**src/rtl/clk_div_sched.sv**
```systemverilog
// clk_div_sched: NCH-channel clock-enable divider whose ratio updates only land on period boundaries.
// Define CLK_DIV_SCHED_LOCK_EN to build the optional o_locked output.
module clk_div_sched #(
   parameter int NCH      = 3,
   parameter int CW       = 16,
   parameter int DEF_DIV0 = 19,
   parameter int DEF_DIV1 = 359,
   parameter int DEF_DIV2 = 179
) (
   input  logic           sys_clk,
   input  logic           sys_rst,
   input  logic           run_en,
   input  logic           sync_req,
   input  logic           cfg_valid,
   output logic           cfg_ready,
   input  logic [1:0]     cfg_ch,
   input  logic [CW-1:0]  cfg_div,
   output logic           cfg_err,
   output logic [NCH-1:0] o_ce,
   output logic [NCH-1:0] o_clk,
   output logic           busy
`ifdef CLK_DIV_SCHED_LOCK_EN
   ,
   output logic           o_locked
`endif
);

   typedef enum logic [1:0] {IDLE = 2'd0, RUN = 2'd1, ALIGN = 2'd2} state_t;

   function automatic logic [CW-1:0] def_div(input int ch);
      case (ch)
         0:       return CW'(DEF_DIV0);
         1:       return CW'(DEF_DIV1);
         2:       return CW'(DEF_DIV2);
         default: return {CW{1'b1}};
      endcase
   endfunction

   state_t         state, state_n;
   logic [CW-1:0]  cnt_p0 [NCH];
   logic [CW-1:0]  cnt_n  [NCH];
   logic [CW-1:0]  div_r  [NCH];
   logic [CW-1:0]  div_n  [NCH];
   logic [NCH-1:0] ce_n, clk_n, ce_p1, clk_p1, tgt;
   logic           pend, err_p1, accept, bad_ch, term_hit, apply;
   logic [1:0]     sh_ch;
   logic [CW-1:0]  sh_div;

   assign accept    = cfg_valid & ~pend;
   assign bad_ch    = (int'(cfg_ch) >= NCH);
   assign cfg_ready = ~pend;
   assign busy      = pend;
   assign cfg_err   = err_p1;
   assign o_ce      = ce_p1;
   assign o_clk     = clk_p1;

   always_comb begin
      state_n = state;
      case (state)
         IDLE:    if (run_en) state_n = RUN;
         RUN: begin
            if (!run_en)       state_n = IDLE;
            else if (sync_req) state_n = ALIGN;
         end
         ALIGN:   state_n = run_en ? RUN : IDLE;
         default: state_n = IDLE;
      endcase
   end

   always_comb begin
      tgt      = '0;
      term_hit = 1'b0;
      for (int i = 0; i < NCH; i++) begin
         tgt[i] = pend && (int'(sh_ch) == i);
         if (tgt[i] && (cnt_p0[i] == div_r[i])) term_hit = 1'b1;
      end
   end

   // In RUN a pending ratio waits for the target's terminal count; elsewhere it lands at once
   always_comb begin
      apply = 1'b0;
      if (pend) begin
         case (state)
            RUN:     apply = term_hit && (state_n == RUN);
            default: apply = 1'b1;
         endcase
      end
   end

   always_comb begin
      for (int i = 0; i < NCH; i++) begin
         div_n[i] = (apply && tgt[i]) ? sh_div : div_r[i];
         cnt_n[i] = '0;
         ce_n[i]  = 1'b0;
         clk_n[i] = 1'b0;
         if (state == RUN && state_n == RUN) begin
            ce_n[i]  = (cnt_p0[i] == div_r[i]);
            clk_n[i] = (cnt_p0[i] <= (div_r[i] >> 1));
            cnt_n[i] = ce_n[i] ? '0 : cnt_p0[i] + 1'b1;
         end else if (state == ALIGN && state_n == RUN) begin
            // ALIGN doubles as the count-0 cycle, so the first strobe lands div+1 after it
            ce_n[i]  = (div_n[i] == '0);
            clk_n[i] = 1'b1;
            cnt_n[i] = ce_n[i] ? '0 : CW'(1);
         end
      end
   end

   // p0 -> p1: counters, ratios and registered strobes
   always_ff @(posedge sys_clk or posedge sys_rst) begin
      if (sys_rst) begin
         state  <= IDLE;
         pend   <= 1'b0;
         err_p1 <= 1'b0;
         ce_p1  <= '0;
         clk_p1 <= '0;
         for (int i = 0; i < NCH; i++) begin
            cnt_p0[i] <= '0;
            div_r[i]  <= def_div(i);
         end
      end else begin
         state  <= state_n;
         pend   <= (accept && !bad_ch) || (pend && !apply);
         err_p1 <= accept && bad_ch;
         ce_p1  <= ce_n;
         clk_p1 <= clk_n;
         for (int i = 0; i < NCH; i++) begin
            cnt_p0[i] <= cnt_n[i];
            div_r[i]  <= div_n[i];
         end
      end
   end

   always_ff @(posedge sys_clk) begin
      if (accept) begin
         sh_ch  <= cfg_ch;
         sh_div <= cfg_div;
      end
   end

`ifdef CLK_DIV_SCHED_LOCK_EN
   // Lock means every channel has strobed since the last stop, align or ratio change
   logic [NCH-1:0] seen;
   logic           locked, lock_clr;

   assign lock_clr = apply || (state != RUN) || (state_n != RUN);

   always_ff @(posedge sys_clk or posedge sys_rst) begin
      if (sys_rst) begin
         seen   <= '0;
         locked <= 1'b0;
      end else if (lock_clr) begin
         seen   <= '0;
         locked <= 1'b0;
      end else begin
         seen   <= seen | ce_p1;
         locked <= &(seen | ce_p1);
      end
   end

   assign o_locked = locked;
`endif

endmodule
```
**config.mk**
```make
export PLATFORM = sky130hd
export DESIGN_NAME = clk_div_sched
export DESIGN_NICKNAME = d
export VERILOG_FILES = /design/src/rtl/clk_div_sched.sv
export SDC_FILE = /design/constraint.sdc
export NUM_CORES = 1
export LEC_CHECK = 0
export ABC_AREA = 1
export CAP_MARGIN = 25
export CORE_MARGIN = 2
export CORE_UTILIZATION = 40
export CTS_BUF_LIST = sky130_fd_sc_hd__clkbuf_4 sky130_fd_sc_hd__clkbuf_8 sky130_fd_sc_hd__clkbuf_16
export DETAILED_ROUTE_END_ITERATION = 10
export HOLD_SLACK_MARGIN = 0.02
export PLACE_DENSITY = 0.64
export SLEW_MARGIN = 25
export SYNTH_ARGS = -nofsm -noshare
export SYNTH_HDL_FRONTEND = slang
export SYNTH_SLANG_ARGS = --single-unit
export TNS_END_PERCENT = 20
```
**constraint.sdc**
```tcl
create_clock -name sys_clk -period 5.2 [get_ports sys_clk]
set_input_delay 0.52 -clock sys_clk [delete_from_list [all_inputs] [get_ports sys_clk]]
set_output_delay 0.52 -clock sys_clk [all_outputs]
set_load 0.005 [all_outputs]
```
==> results.yml, run 1 <==
placed_design:
  place.gp.congestion: 0.802
  place_inst: 1169
  dpl_cell_area_um2: 7680
  port_buffers: 31
  dpl.hpwl_mm: 12.3
global_route:
  grt_usage_pct: 19.2
  first_global_vias: 5719
  sum_of_overflow_across_all_layers_after_global_routing: 0
  grt_max_degree: 69
  antenna_found_initial: 0
  grt_first_pass_wirelength_mm: 28.1
synth:
  post-synth-top-count-cell: "sky130_fd_sc_hd__nand2_1"
  postSynth.asyncResetShare_pct: 85.5
  synthTopCellsByArea: "sky130_fd_sc_hd__dfrtp_1 (32%), sky130_fd_sc_hd__nand2_1 (16%), sky130_fd_sc_hd__ha_1 (8.4%)"
  syn_area_um2: 7170
  synth_largest_type_area_fraction_pct: 32.1
  netlist_top_cells_count: "sky130_fd_sc_hd__nand2_1 (297), sky130_fd_sc_hd__inv_1 (116), sky130_fd_sc_hd__nor2_1 (101)"
  synth.lib_cells_used.distinct: 33
  synth.yosys.seq_area_share_pct: 44.8
  post_synth_inst_count: 923
  synthDominantAreaCellType: "sky130_fd_sc_hd__dfrtp_1"
  post_synth.cell_area_avg_um2: 7.77
  synth_edf_count: 18
  synth_flop_cell: "sky130_fd_sc_hd__dfrtp_1"
  yosys_warnings: 0
  post_synthesis_sequential_element_count: 124
  postSynthNetCount: 994
sta:
  setup_tns_ns: 0
  transition_time_at_the_pin_with_the_least_slew_margin_ns: 0.875
  final-max-slew-violation-count: 0
  timing.final.crit_period_ns: 3.10
  maxSlewHeadroom_pct: 41.6
  final.setup_skew_ns: 0.00698
  finalHoldViolations: 0
  setup_viol: 0
  final.period_utilization_pct: 59.6
  fmax_mhz: 323
  rsz0062_at_grt: "false"
power:
  worst_ir_drop_vdd_mv: 0.261
  switching_share_pct: 33.8
  pwr-share-comb_pct: 24.8
  share_clk_of_total_power_pct: 35.3
  p_switching_mw: 1.13
  leakage_nw: 3.98
  power_per_cell_area_nw_per_um2: 403
  power.sequential.fraction_pct: 39.9
  power.internal_mw: 2.20
critical_path:
  crit_path_largest_cell_delay_ns: 0.57
  critPathCaptureType: "register"
  setup.worst_path.start_class: "register"
  critical_path.most_common_cell: "sky130_fd_sc_hd__nand2_1"
  cp_data_arrival_time_ns: 3.41
  worst_ep_required_time_ns: 5.52
  critical_path.cell_chain: "inv_1 > nand2_1 > nor2_2 > nand3_1 > nand3_1 > nand2_1 > nand2_4 > nand2_4 > nand2_1 > nand2_1 > nor2_1 > nand2_1 > nor2_1 > nand2_1 > nand2_1 > nand2_1"
  setup.worst_path.class: "reg -> reg"
  reg2reg_depth: 16
  crit_slowest_cell: "sky130_fd_sc_hd__nor2_2"
  largest_fanout_on_the_critical_path: 49
  r2r_setup_slack_ns: 2.10
min_path:
  worst_hold_path_class: "reg -> reg"
  hold_depth: 2
die:
  top_level_ports: 32
  core_area_um2: 17400
  starting_density_of_the_core_pct: 41.2
  std_cell_rows: 48
  overall_die_width_um: 138
  floorplan.die.height_um: 138
  die_area_um2: 19000
finish:
  design.final.nets: 1034
  n_antenna_cell: 0
  final-instance-count-excl-fill: 1201
  drive_gt1_share_pct: 6.25
  area_delta_synth_final_pct: 15.2
  fin_area_um2: 8260
clock_network:
  cts_htree_levels: 4
  postCtsHoldBufs: 0
  post_cts.repair.setup_buffers: 0
  clock_buffers_created_by_tritoncts: 17
  max-clock-path-buffers: 2
  cts_tree: "done"
  cts.sinks: 124
  clock_insertion_delay_worst_skew_ns: 0.42
  cts_root_buffer: "sky130_fd_sc_hd__clkbuf_16"
  worst_setup_hold_path_clk_slew_ns: 0.06
  post_cts_resize_count: 0
routing:
  drt_pass1_iterations: 4
  avg_wl_per_cell_um: 13.7
  route.final.wire_length_mm: 16.5
  remaining_drc_errors: 0
  detailroute.via_count: 5913
  first_drt_iteration_drcs: 316
  antenna_violating_nets_post_route: 0
  detail_route.vias_per_cell: 4.92
job:
  timing.max_cap.violations: 0
outcome:
  status: "completed"
[logic make-up (layout without fill, tap and decap cells)]
kind of cell | count (synthesis) | in the layout | share of synthesized area [%]
compound gates | 85 | 85 | 6.70
simple gates | 517 | 517 | 30.3
buf+inv | 130 | 183 | 7.59
fa+ha+maj | 48 | 48 | 8.37
xor+xnor | 19 | 19 | 2.32
flops | 124 | 124 | 44.8
[power by group through the flow]
stage	Combinational (mW)	Sequential (mW)	Clock [mW]
floorplan	0.667	1.29	0
global placement	0.808	1.34	0
detailed placement	0.827	1.34	0
CTS	0.833	1.33	1.19
global route	0.990	1.35	1.24
finish	0.827	1.33	1.17
[flip-flops by register name, summed over array words and instances (netlist names)]
register and cells:
sh_ch 2, state 2, busy 1, cfg_err 1
cnt_p0 48, div_r 48, o_ce 3, o_clk 3
sh_div 16
[per-layer routing]
| layer | share of wire, % | routed length [µm] | global-route usage [%] | vias up |
|---|---|---|---|---|
| met4 | 1.6 | 259 | 6.24 | 0 |
| li1 | - | - | - | 3066 |
| met2 | 46 | 7520 | 30.1 | 109 |
| met1 | 49 | 8120 | 26.8 | 2722 |
| met5 | 0 | 0 | 0 | - |
| met3 | 3.6 | 592 | 3.55 | 16 |
[through the flow]
stage / setup WS (ns) / hold slack (ns) / utilization [%] / power (mW)
after floorplan: 1.91 / 0.437 / - / 1.95
after global routing: 1.72 / 0.519 / 47.4 / 3.58
after CTS: 2.12 / 0.488 / 47.4 / 3.35
final: 2.10 / 0.487 / 47.4 / 3.33
after detailed placement: 1.80 / 0.481 / 44.1 / 2.17
after global placement: 2.12 / 0.479 / 44.1 / 2.15
[area by class of cell]
| cell class | count | area, µm² |
|---|---|---|
| fill | 1718 | 9150 |
| multi-input combinational | 669 | 3420 |
| sequential | 124 | 3210 |
| inverter | 118 | 445 |
| clock buffer | 18 | 433 |
| timing repair buffer | 33 | 325 |
| tap | 225 | 282 |
| clock inverter | 14 | 146 |
[cells in the final DEF, fill, tap and decap left out, types with 5 or more instances in the layout]
cell                              instances
sky130_fd_sc_hd__nand3_1                 68
sky130_fd_sc_hd__dfstp_2                 14
sky130_fd_sc_hd__nand2_1                297
sky130_fd_sc_hd__clkdlybuf4s50_1         31
sky130_fd_sc_hd__xor2_1                  16
sky130_fd_sc_hd__inv_1                  115
sky130_fd_sc_hd__nor2_1                 100
sky130_fd_sc_hd__ha_1                    48
sky130_fd_sc_hd__clkinvlp_4               5
sky130_fd_sc_hd__nor4_1                   7
sky130_fd_sc_hd__clkbuf_16               17
sky130_fd_sc_hd__nor3_1                  22
sky130_fd_sc_hd__a21oi_1                 43
sky130_fd_sc_hd__edfxtp_1                18
sky130_fd_sc_hd__o21ai_0                 21
sky130_fd_sc_hd__a211oi_1                 6
sky130_fd_sc_hd__nor2_2                   5
sky130_fd_sc_hd__nand4_1                  9
sky130_fd_sc_hd__dfrtp_1                 92
[path summary, 6_finish.rpt]
path / endpoint / start
hold / removal: div_r[16] / div_r[16]
setup / recovery: cnt_p0[0] / sh_ch[0]
min in group asynchronous: cnt_p0[21] / sys_rst
hold reg to reg: div_r[16] / div_r[16]
max in group asynchronous: div_r[7] / sys_rst
setup reg to reg: cnt_p0[0] / sh_ch[0]
[worst max-delay path: cells and delay by family (launching register included)]
kind	cells	cell delay [ns]
simple gates	15	2.40
flops	1	0.43
buf+inv	1	0.14
No activity file was read; power rests on OpenSTA's default activity.
==> inputs of run 2 (changes only) <==
- clock period: 5.2 -> 2.9 ns (I/O delays scaled with it)
==> run 2 against run 1 <==
Clock-buffer cell count up 3. Die area unchanged. Cell count up 1.3%. Sequential power up 80%. Wire length up 4.1%. Worst hold slack worse by 0.22 ns. Combinational power up 83%. Non-clock buffer count up 15. Power up 76%. Sequential share of layout area down 0.54 points. Critical endpoint is now cnt_p0[16]. Largest cell class unchanged.
==> results.yml, run 2 (synthesis gave the netlist of run 1 again) <==
outcome:
  status: "completed"
power:
  pwr-share-comb_pct: 25.7
  switching_share_pct: 33.6
  totalPowerFinal_mw: 5.86
  worst_ir_drop_vdd_mv: 0.459
  power_per_cell_area_nw_per_um2: 699
  power.internal_mw: 3.89
  leakage_nw: 4.07
  share_clk_of_total_power_pct: 33.4
  power.sequential.fraction_pct: 40.8
  p_switching_mw: 1.97
critical_path:
  cp_data_arrival_time_ns: 2.82
  cp_num_cells: 19
  path_buf_inv: 1
  crit_slowest_cell: "sky130_fd_sc_hd__dfstp_2"
  critical_path.most_common_cell: "sky130_fd_sc_hd__nand2_1"
  setup.worst_path.start_class: "register"
  critical_path.cell_chain: "inv_1 > nand2_1 > nand2_1 > nor2_1 > nand2_1 > nor2_1 > nand3_1 > nand3_1 > nand2_2 > nand2_8 > nand2_4 > nand2_1 > nand2_1 > nor2_1 > nand2_1 > nor2_1 > nand2_1 > nand2_1 > nand2_1"
  worst_path_dominant_cell_family: "simple AND/OR/NAND/NOR gates"
  reg2reg_depth: 19
  setup.worst_path.class: "reg -> reg"
  regToRegStartpoint: "div_r[33]"
  largest_fanout_on_the_critical_path: 17
  r2r_setup_slack_ns: 0.38
  crit_path_largest_cell_delay_ns: 0.56
  critPathCaptureType: "register"
  r2r_endpoint: "cnt_p0[16]"
  worst_ep_required_time_ns: 3.20
routing:
  detail_route.vias_per_cell: 4.93
  detailroute.via_count: 6003
  antenna_violating_nets_post_route: 0
  remaining_drc_errors: 0
  route.final.wire_length_mm: 17.2
  drt_pass1_iterations: 5
  avg_wl_per_cell_um: 14.1
  first_drt_iteration_drcs: 317
sta:
  setup_tns_ns: 0
  fin_ws_ns: 0.380
  final-max-slew-violation-count: 0
  transition_time_at_the_pin_with_the_least_slew_margin_ns: 0.568
  rsz0062_at_grt: "false"
  setup_viol: 0
  final.period_utilization_pct: 86.9
  fmax_mhz: 397
  maxSlewHeadroom_pct: 62.0
  final.setup_skew_ns: 0.0130
  timing.final.crit_period_ns: 2.52
  finalHoldViolations: 0
finish:
  area_delta_synth_final_pct: 16.8
  layout.cells.most_common: "sky130_fd_sc_hd__nand2_1"
  n_antenna_cell: 0
  drive_gt1_share_pct: 7.66
  top_regs: "cnt_p0 x48, div_r x48, sh_div x16"
  mostFrequentLayoutCells: "sky130_fd_sc_hd__nand2_1 (296), sky130_fd_sc_hd__inv_1 (115), sky130_fd_sc_hd__nor2_1 (100)"
  design.final.nets: 1050
clock_network:
  clock_insertion_delay_worst_skew_ns: 0.42
  cts_htree_levels: 4
  cts.sinks: 124
  cts_tree: "done"
  postCtsHoldBufs: 0
  max-clock-path-buffers: 2
  clock_buffers_created_by_tritoncts: 17
  worst_setup_hold_path_clk_slew_ns: 0.05
  cts_root_buffer: "sky130_fd_sc_hd__clkbuf_16"
global_route:
  sum_of_overflow_across_all_layers_after_global_routing: 0
  first_global_vias: 5587
  antenna_found_initial: 0
  grt_max_degree: 46
  grt_usage_pct: 19.4
  grt_first_pass_wirelength_mm: 28.0
min_path:
  worst_hold_path_class: "in -> async"
placed_design:
  port_buffers: 31
  place.gp.congestion: 0.843
  dpl.hpwl_mm: 12.8
  pre_cts_ws_ns: 0.362
die:
  core_area_um2: 17400
  floorplan.die.height_um: 138
  starting_density_of_the_core_pct: 41.2
  die_area_um2: 19000
  top_level_ports: 32
  std_cell_rows: 48
  overall_die_width_um: 138
job:
  timing.max_cap.violations: 0
==> run 2: changes by cell type in the layout (fill, tap and decap cells not counted) <==
cell / before / now
sky130_fd_sc_hd__clkbuf_4: 1 / 4
sky130_fd_sc_hd__nand2_1: 297 / 296
sky130_fd_sc_hd__clkinvlp_4: 5 / 2
sky130_fd_sc_hd__nand2_2: 0 / 1
sky130_fd_sc_hd__inv_6: 2 / 0
sky130_fd_sc_hd__buf_12: 0 / 2
sky130_fd_sc_hd__bufinv_16: 2 / 1
sky130_fd_sc_hd__buf_4: 2 / 15
sky130_fd_sc_hd__inv_4: 1 / 0
sky130_fd_sc_hd__clkinv_4: 2 / 0
sky130_fd_sc_hd__nand2_8: 0 / 1
sky130_fd_sc_hd__clkinv_1: 2 / 4
sky130_fd_sc_hd__clkinv_2: 2 / 6
==> run 2: power by group through the flow <==
stage | sequential, mW | combinational, mW | clock, mW
2_1_floorplan | 2.31 | 1.20 | 0
3_3_place_gp | 2.42 | 1.47 | 0
3_5_place_dp | 2.42 | 1.49 | 0
4_1_cts | 2.39 | 1.51 | 1.99
5_1_grt | 2.43 | 1.80 | 2.08
6_report | 2.39 | 1.51 | 1.96
==> run 2: how the worst max path moves through the flow <==
stage | startpoint | endpoint
after floorplan | div_r[22] | cnt_p0[32]
final | div_r[33] | cnt_p0[16]
after global routing | div_r[22] | cnt_p0[16]
after global placement | div_r[22] | cnt_p0[16]
after detailed placement | div_r[18] | cnt_p0[16]
after CTS | div_r[22] | cnt_p0[16]
==> run 2: final cells by class <==
cell class / instances / area, µm²
inverters: 118 / 447
well taps: 225 / 282
clock inverters: 11 / 78.8
repair buffers: 48 / 463
flip-flops and latches: 124 / 3210
fillers: 1754 / 9040
multi-input cells: 670 / 3440
clock buffers: 21 / 455
==> run 2: worst reg2reg max path, stage by stage, from the launching register on <==
cell and delay, ns:
sky130_fd_sc_hd__dfstp_2 0.56, sky130_fd_sc_hd__inv_1 0.04, sky130_fd_sc_hd__nand2_1 0.06, sky130_fd_sc_hd__nand2_1 0.06
sky130_fd_sc_hd__nor2_1 0.09, sky130_fd_sc_hd__nand2_1 0.07, sky130_fd_sc_hd__nor2_1 0.13, sky130_fd_sc_hd__nand3_1 0.13
sky130_fd_sc_hd__nand3_1 0.13, sky130_fd_sc_hd__nand2_2 0.12, sky130_fd_sc_hd__nand2_8 0.15, sky130_fd_sc_hd__nand2_4 0.14
sky130_fd_sc_hd__nand2_1 0.11, sky130_fd_sc_hd__nand2_1 0.07, sky130_fd_sc_hd__nor2_1 0.08, sky130_fd_sc_hd__nand2_1 0.06
sky130_fd_sc_hd__nor2_1 0.17, sky130_fd_sc_hd__nand2_1 0.09, sky130_fd_sc_hd__nand2_1 0.08, sky130_fd_sc_hd__nand2_1 0.06
==> run 2: per-layer routing <==
metal / vias up / wire length, µm / global-route usage (%)
met5: - / 0 / 0
met2: 115 / 7730 / 30.0
met1: 2772 / 8430 / 27.7
met4: 0 / 193 / 5.22
li1: 3101 / - / -
met3: 15 / 810 / 4.09
==> run 2: what timing repair did <==
item,4_1_cts,5_1_grt
setup endpoints to repair,0,2
buffers inserted,0,3
gates resized for setup,0,2
==> run 2: stage by stage <==
step	util [%]	std cells	instance area [µm²]	hold slack (ns)
finish	48.1	1217	8380	0.271
global route	48.1	1217	8380	0.347
CTS	47.9	1213	8340	0.293
detailed placement	44.8	1181	7800	0.477
global placement	44.8	1181	7800	0.467
floorplan	-	923	7180	0.389
==> inputs of run 3 (changes only) <==
- CAP_MARGIN: 25 -> 20
- CORE_UTILIZATION: 40 -> 60
- PLACE_DENSITY: 0.64 -> 0.86
==> run 3 against run 2 <==
Core utilization increased by 23 points. Via count increased by 3.5%. Wire length decreased by 3.0%. Clock power about the same. Critical endpoint is now cnt_p0[32]. Combinational power about the same. Design area decreased by 1.7%. Die area decreased by 32%. Fmax decreased by 2.4%. Largest power group unchanged. Highest routed layer unchanged. Critical path depth unchanged. Sequential share of layout area increased by 0.67 points.
==> results.yml, run 3 (synthesis gave the netlist of run 1 again) <==
outcome:
  status: "completed"
routing:
  avg_wl_per_cell_um: 14.7
  antenna_violating_nets_post_route: 0
  drt_pass1_iterations: 6
  detail_route.vias_per_cell: 5.50
  remaining_drc_errors: 0
  route.final.wire_length_mm: 16.6
  first_drt_iteration_drcs: 690
  detailroute.via_count: 6215
sta:
  rsz0062_at_grt: "false"
  fin_ws_ns: 0.319
  final.setup_skew_ns: 0.0101
  timing.final.crit_period_ns: 2.58
  setup_viol: 0
  transition_time_at_the_pin_with_the_least_slew_margin_ns: 0.608
  maxSlewHeadroom_pct: 59.3
  final.period_utilization_pct: 89.0
  final-max-slew-violation-count: 0
  finalHoldViolations: 0
  fmax_mhz: 388
  setup_tns_ns: 0
finish:
  n_antenna_cell: 0
  area_delta_synth_final_pct: 14.8
  mostFrequentLayoutCells: "sky130_fd_sc_hd__nand2_1 (296), sky130_fd_sc_hd__inv_1 (115), sky130_fd_sc_hd__nor2_1 (101)"
  design.final.nets: 1046
  layout.cells.most_common: "sky130_fd_sc_hd__nand2_1"
  final.fill_count: 859
  drive_gt1_share_pct: 7.09
  top_regs: "cnt_p0 x48, div_r x48, sh_div x16"
power:
  totalPowerFinal_mw: 5.89
  worst_ir_drop_vdd_mv: 0.614
  leakage_nw: 4.04
  power_per_cell_area_nw_per_um2: 715
job:
  timing.max_cap.violations: 0
min_path:
  worst_hold_path_class: "in -> async"
die:
  starting_density_of_the_core_pct: 62.0
  floorplan.die.height_um: 113
  overall_die_width_um: 113
  core_area_um2: 11600
  top_level_ports: 32
  die_area_um2: 12800
  std_cell_rows: 39
critical_path:
  setup.worst_path.class: "reg -> reg"
  crit_slowest_cell: "sky130_fd_sc_hd__dfstp_2"
  path_buf_inv: 1
  setup.worst_path.start_class: "register"
  critPathCaptureType: "register"
  worst_path_dominant_cell_family: "simple AND/OR/NAND/NOR gates"
  r2r_setup_slack_ns: 0.32
  critical_path.most_common_cell: "sky130_fd_sc_hd__nand2_1"
  crit_path_largest_cell_delay_ns: 0.55
  cp_data_arrival_time_ns: 2.88
  largest_fanout_on_the_critical_path: 17
  critical_path.cell_chain: "inv_1 > nand2_1 > nand2_1 > a21oi_1 > nand2_1 > nor2_1 > nand3_1 > nand3_1 > nand2_2 > nand2_8 > nand2_4 > nand2_1 > nand2_1 > nor2_1 > nand2_1 > nor2_1 > nand2_1 > nand2_1 > nand2_1"
  worst_ep_required_time_ns: 3.20
clock_network:
  max-clock-path-buffers: 2
  cts_tree: "done"
  cts_root_buffer: "sky130_fd_sc_hd__clkbuf_16"
  clock_buffers_created_by_tritoncts: 17
  clock_insertion_delay_worst_skew_ns: 0.42
  postCtsHoldBufs: 0
  worst_setup_hold_path_clk_slew_ns: 0.05
  cts_htree_levels: 4
  cts.sinks: 124
global_route:
  global_route_met1_usage_pct: 38.6
  grt_usage_pct: 28.0
  antenna_found_initial: 0
  use_met3_pct: 6.91
  grt_max_degree: 107
  grt_first_pass_wirelength_mm: 28.2
  first_global_vias: 5901
  grt.met2_usage_pct: 43.4
  busiest_layer: "met2"
  sum_of_overflow_across_all_layers_after_global_routing: 0
placed_design:
  place.gp.congestion: 0.884
  dpl.hpwl_mm: 12.1
  port_buffers: 31
  pre_cts_ws_ns: 0.275
==> run 3: cell types whose count changed in the layout (fill, tap and decap cells not counted), sizes merged <==
cell      previous run  this run
buf                 17        13
clkinv              10         8
clkinvlp             2         3
==> run 3: metal layers <==
layer | routed length [µm] | part of all wire [%]
met4 | 331 | 2.0
met3 | 1180 | 7.1
met5 | 0 | 0
met2 | 7830 | 47
met1 | 7320 | 44
==> run 3: power breakdown <==
group | leakage, nW | internal, mW | switching [mW]
Sequential | 1.55 | 2.11 | 0.288
Combinational | 2.23 | 0.591 | 0.954
Clock | 0.265 | 1.21 | 0.743
Total | 4.04 | 3.90 | 1.98
==> run 3: what timing repair did <==
item / in CTS / in global routing
endpoints found under the setup margin: 0 / 6
setup buffers: 0 / 3
resized for setup: 0 / 2
==> run 3: layout make-up <==
type                    count  area (µm²)  share of cell area [%]
repair buffers             44         420                    5.10
clock inverters            10        76.3                   0.927
multi-input cells         670        3440                    41.8
well taps                 143         179                    2.17
clock buffers              21         462                    5.61
flip-flops and latches    124        3210                    39.0
inverters                 118         447                    5.42
==> run 3: through the flow <==
step           std cells  cell area, µm²  hold slack [ns]  utilization (%)
3_3_place_gp        1095            7650            0.480             66.2
3_5_place_dp        1095            7650            0.480             66.2
5_1_grt             1130            8240            0.416             71.2
2_1_floorplan        923            7180            0.389                -
6_report            1130            8240            0.346             71.2
4_1_cts             1126            8190            0.411             70.8
==> run 3: final timing paths <==
kind                              from    endpoint  cells past startpoint
min in group sys_clk       cfg_div[14]  sh_div[14]                      1
setup reg to reg             div_r[22]  cnt_p0[32]                     19
setup / recovery             div_r[22]  cnt_p0[32]                     19
hold / removal                 sys_rst     cfg_err                      3
max in group asynchronous      sys_rst   div_r[14]                      3
hold reg to reg               state[1]    state[1]                      1
==> run 3: worst min-delay path: cells and delay by family <==
kind                   cells  cell delay [ns]
buffers and inverters      3             0.93
==> RTL change 1, RTL diff (flow settings as in run 3) <==
The 3 states of `state_t` get a one-hot encoding in 3 bits.
--- a/src/rtl/clk_div_sched.sv
+++ b/src/rtl/clk_div_sched.sv
@@ -25,7 +25,7 @@
 `endif
 );
 
-   typedef enum logic [1:0] {IDLE = 2'd0, RUN = 2'd1, ALIGN = 2'd2} state_t;
+   typedef enum logic [2:0] {IDLE = 3'b001, RUN = 3'b010, ALIGN = 3'b100} state_t;
 
    function automatic logic [CW-1:0] def_div(input int ch);
       case (ch)
Check against the original RTL: same outputs for any inputs over 4 cycles, from zero or initial values and one cycle with sys_rst high; so few cycles prove little.
==> RTL change 1 against run 3 <==
Count of clock-buffer cells in the layout fell by 1; cell area rose by 2.7%; largest power group unchanged; sequential cell count up 1; wire length up 1.3%; synthesized area is 2.0% higher; total power grew 0.47%; critical path depth did not move; worst setup slack worse by 0.047 ns.
==> RTL change 1: results (changes against run 3) <==
----------------------------------------------------
[Yosys]
  Sequential share of the synthesized area ... 44.2% (-0.51 points)
  Cell types occupying the most area after synthesis ... dfrtp_1 31%, nand2_1 15%, ha_1 8.2%
  Synth unique cells ... 40 (+21%)
  Syn nets ... 1001 (+0.70%)
  Synth Area in Compound Gates ... 5.90% (-0.80 points)
  Synthesized-area fraction occupied by xor and xnor cells ... 2.87% (+0.55 points)
  Share of flip-flops with an asynchronous set or reset after synthesis ... 85.6% (+0.12 points)

[Finish]
  Share of cells above drive strength 1 ... 11.1% (+4.0 points)
  Count of nets after finishing ... 1052 (+0.57%)

[Setup path]
  Endpoint arrival time on the critical path ... 2.95 ns (+0.07 ns)
  Biggest fanout along the worst timing path ... 30 (+13)

[Status]
  Status ... finished, final reports clean

[Drt]
  Met3 routed WL ... 910 um (-23%)
  Via count ... 6275 (+0.97%)
  Total met2 wirelength after detailed routing ... 8180 um (+4.5%)
  Post-route met1 wirelength ... 7160 um (-2.1%)
  Detailed-router iteration count before antenna repair ... 5 (-1)
  Routed wirelength normalized by instance count ... 14.8 um (+0.31%)
  1st-iter DRT viols ... 549 (-20%)

[Global route]
  Number of global-route vias before repair ... 6182 (+4.8%)
  Overall track demand over capacity in global routing ... 27.8% (-0.18 points)
  Met2 usage ... 45.6% (+2.1 points)
  Met3 track demand over resource in global routing ... 6.93% (+0.025 points)
  Routing usage on met1 ... 34.7% (-3.9 points)

[Timing]
  Final Skew ... 0.0104 ns (+0.000362 ns)

[Placed design]
  Placement Setup Slack ... 0.253 ns (-0.0219 ns)
  DP Wirelength ... 12300 um (+0.91%)
  Routability congestion estimate ... 0.873 (-1.3%)

[Power and ir drop]
  Lkg Pwr ... 0.00405 uW (+0.21%)

----------------------------------------------------
[RTL change 1: cell types whose count changed in the layout (fill, tap and decap cells not counted), moves of 4 or more]
| cell | run 3 | this run |
|---|---|---|
| xor2_1 | 16 | 20 |
| nand2_2 | 1 | 10 |
| inv_2 | 1 | 23 |
| o21ai_0 | 21 | 17 |
| inv_1 | 115 | 95 |
| nor3_1 | 22 | 18 |
| nand2_1 | 296 | 291 |
| a21oi_1 | 43 | 36 |
| nor4_1 | 7 | 2 |
[RTL change 1: worst paths after layout]
| path | from | endpoint | cells after the start | slack [ns] |
|---|---|---|---|---|
| setup / recovery | div_r[22] | cnt_p0[0] | 19 | 0.27 |
| hold reg to reg | div_r[32] | div_r[32] | 2 | 0.49 |
| hold / removal | sys_rst | state[1] | 2 | 0.25 |
| setup reg to reg | div_r[22] | cnt_p0[0] | 19 | 0.27 |
| max in group asynchronous | sys_rst | div_r[22] | 3 | 1.94 |
| min in group sys_clk | cfg_div[10] | sh_div[10] | 1 | 0.42 |
[RTL change 1: power by group through the flow]
| stage | Sequential (uW) | Combinational, uW | Clock, uW |
|---|---|---|---|
| 3_5_place_dp | 2350 | 1290 | 0 |
| 2_1_floorplan | 2250 | 1030 | 0 |
| 6_report | 2330 | 1330 | 2260 |
| 4_1_cts | 2320 | 1320 | 2270 |
| 5_1_grt | 2360 | 1540 | 2360 |
| 3_3_place_gp | 2340 | 1230 | 0 |
[RTL change 1: kinds of logic (layout without fill, tap and decap cells)]
family | Yosys count | count (layout)
buf+inv | 132 | 196
fa+ha+maj | 48 | 48
flops | 125 | 125
xor+xnor | 24 | 24
simple gates | 526 | 526
compound gates | 75 | 75
[RTL change 1: stage by stage]
stage	hold WS [ns]	cell area [sq um]	power (uW)	cells
floorplan	0.360	7320	3280	930
global placement	0.486	7820	3570	1109
detailed placement	0.485	7820	3630	1109
CTS	0.260	8450	5920	1141
global route	0.281	8460	6260	1141
finish	0.251	8460	5920	1141
[RTL change 1: worst register-to-register path: stages (launching register included)]
cell	delay, ns
dfstp_2	0.56
inv_1	0.06
nand2_1	0.06
nand2_1	0.05
a21oi_1	0.13
nand2_1	0.07
nor2_1	0.14
nand3_1	0.12
nand3_1	0.13
nand2_2	0.10
nand2_8	0.19
nand2_4	0.18
nand2_1	0.12
nand2_1	0.07
nor2_1	0.10
nand2_1	0.07
nor2_1	0.19
nand2_1	0.08
nand2_1	0.05
nand2_1	0.04
[RTL change 1: area by class of cell]
class | instances | area [sq um]
flip-flops and latches | 125 | 3240
repair buffers | 43 | 413
well taps | 147 | 184
clock inverters | 12 | 158
clock buffers | 20 | 472
multi-input cells | 673 | 3540
inverters | 121 | 458
fillers | 882 | 3500
==> RTL change 2, RTL diff (flow settings as in run 3) <==
Made on the original files. Set the parameter `DEF_DIV1` to 179 (it was 359).
--- a/src/rtl/clk_div_sched.sv
+++ b/src/rtl/clk_div_sched.sv
@@ -4,7 +4,7 @@
    parameter int NCH      = 3,
    parameter int CW       = 16,
    parameter int DEF_DIV0 = 19,
-   parameter int DEF_DIV1 = 359,
+   parameter int DEF_DIV1 = 179,
    parameter int DEF_DIV2 = 179
 ) (
    input  logic           sys_clk,
Behaviour: same outputs for any inputs over 4 cycles, from zero or initial values and one cycle with sys_rst high; that may be too few to reach the edited logic, so the function may still have changed.
==> RTL change 2 against run 3 <==
Worst setup slack worse by 0.056 ns; wire length is 1.4% higher; cell area up 1.2%; utilization increased by 0.85 points; synthesized cell count unchanged; die area about the same; total power rose by 6.4%; sequential cell count did not move; synthesized area about the same; critical endpoint unchanged; largest cell class unchanged; largest power group unchanged; highest routed layer unchanged.
==> RTL change 2: results (changes against run 3) <==
----------------------------------------------------
[Placed design]
  Area of placed instances ... 7680 sq um (+0.38%)
  DP Wirelength ... 12300 um (+1.3%)
  # port buffers ... 31 (unchanged)
  Placement Setup Slack ... 0.321 ns (+0.0463 ns)
  Routability congestion estimate ... 0.888 (+0.40%)

[Clock network]
  Number of clock buffers inserted by TritonCTS ... 17 (unchanged)
  Source-to-sink clock delay at the later pin of the worst-skew pair ... 0.41 ns
  CTS HTree Levels ... 4 (unchanged)
  Clock transition at the registers of the reported paths ... 0.06 ns

[Global route]
  Largest net degree at the start of global routing ... 44 (-59%)
  Number of global-route vias before repair ... 5995 (+1.6%)
  Global-route wire length before repair ... 28100 um (-0.41%)
  Overall track demand over capacity in global routing ... 27.7% (-0.31 points)

[Finish]
  Diodes inserted ... 0 (unchanged)
  Non-Filler Instances ... 1131 (+0.088%)
  Largest regs ... cnt_p0 x48, div_r x48, sh_div x16
  Share of cells above drive strength 1 ... 7.29% (+0.20 points)

[Worst hold path]
  Worst Hold Class ... in2async

[Power and ir drop]
  Maximum vdd ir drop ... 0.000692 V (+13%)
  Lkg Pwr ... 0.00409 uW (+1.1%)
  Switch Pwr ... 2050 uW (+3.2%)

[Yosys]
  Synth unique cells ... 33 (unchanged)
  Warning count from the yosys run ... 0 (unchanged)
  Share of flip-flops with an asynchronous set or reset after synthesis ... 85.5% (unchanged)
  Sequential share of the synthesized area ... 44.7% (about the same)
  Cell types occupying the most area after synthesis ... dfrtp_1 32%, nand2_1 16%, ha_1 8.4%
  Top cells by count, synth ... 297 x nand2_1, 116 x inv_1, 101 x nor2_1
  Avg Cell Area, Syn ... 7.77 sq um (about the same)

[Status]
  Status ... finished, final reports clean

[Timing]
  Final Skew ... 0.00513 ns (-0.00492 ns)
  Tightest slew margin relative to the limit ... 55.3% (-4.0 points)
  Final count of hold timing violations ... 0 (unchanged)

[Drt]
  1st-iter DRT viols ... 587 (-15%)
  Via count ... 6258 (+0.69%)
  Detailed-router iteration count before antenna repair ... 5 (-1)
  Routed wirelength normalized by instance count ... 14.9 um (+1.3%)

[Setup path]
  Biggest fanout along the worst timing path ... 30 (+13)
  Cell class contributing the biggest share of worst-path delay ... simple AND/OR/NAND/NOR gates
  Max stage delay on crit path ... 0.42 ns (-0.13 ns)
  Slowest cell on the critical path ... dfrtp_1
  Endpoint arrival time on the critical path ... 2.94 ns (+0.06 ns)

----------------------------------------------------
-- RTL change 2: area by class of cell --
type	count	area, sq um
clock buffer	17	425
timing repair buffer	45	428
fill	851	3230
tap	143	179
multi-input combinational	669	3430
clock inverter	15	219
sequential	124	3210
inverter	118	447
-- RTL change 2: cell families (layout without fill, tap and decap cells) --
kind of cell	after synthesis	in the layout	synth area share [%]
buffers and inverters	130	195	7.59
and+or+nand+nor	517	517	30.3
adders and majority gates	48	48	8.37
xor gates and xnor gates	19	19	2.32
DFF	124	124	44.7
AOI/OAI and AO/OA	85	85	6.70
-- RTL change 2: per-layer routing --
layer  vias to the layer above  global-route usage [%]  part of all wire, %
met5                         -                       0                    0
met4                         0                    8.62                  1.9
met3                        33                    6.37                  6.4
met2                       212                    45.4                   48
met1                      2927                    36.9                   44
li1                       3086                       -                    -
-- RTL change 2: final timing paths --
path	cells after the start	slack, ns	to	start
setup / recovery	19	0.26	cnt_p0[32]	cnt_p0[14]
hold / removal	2	0.32	div_r[44]	sys_rst
setup reg to reg	19	0.26	cnt_p0[32]	cnt_p0[14]
hold reg to reg	1	0.48	state[0]	state[0]
max in group asynchronous	3	1.86	cnt_p0[1]	sys_rst
min in group sys_clk	1	0.43	sh_div[8]	cfg_div[8]
-- RTL change 2: power by group through the flow --
stage | combinational (uW) | clock (uW) | sequential, uW
2_1_floorplan | 1200 | 0 | 2300
3_3_place_gp | 1440 | 0 | 2400
3_5_place_dp | 1500 | 0 | 2410
4_1_cts | 1530 | 2350 | 2380
5_1_grt | 1800 | 2410 | 2420
6_report | 1550 | 2330 | 2390
-- RTL change 2: timing repair --
action / in CTS / in global routing
hold buffers: 0 / 0
setup endpoints to repair: 0 / 4
gates resized for setup: 0 / 1
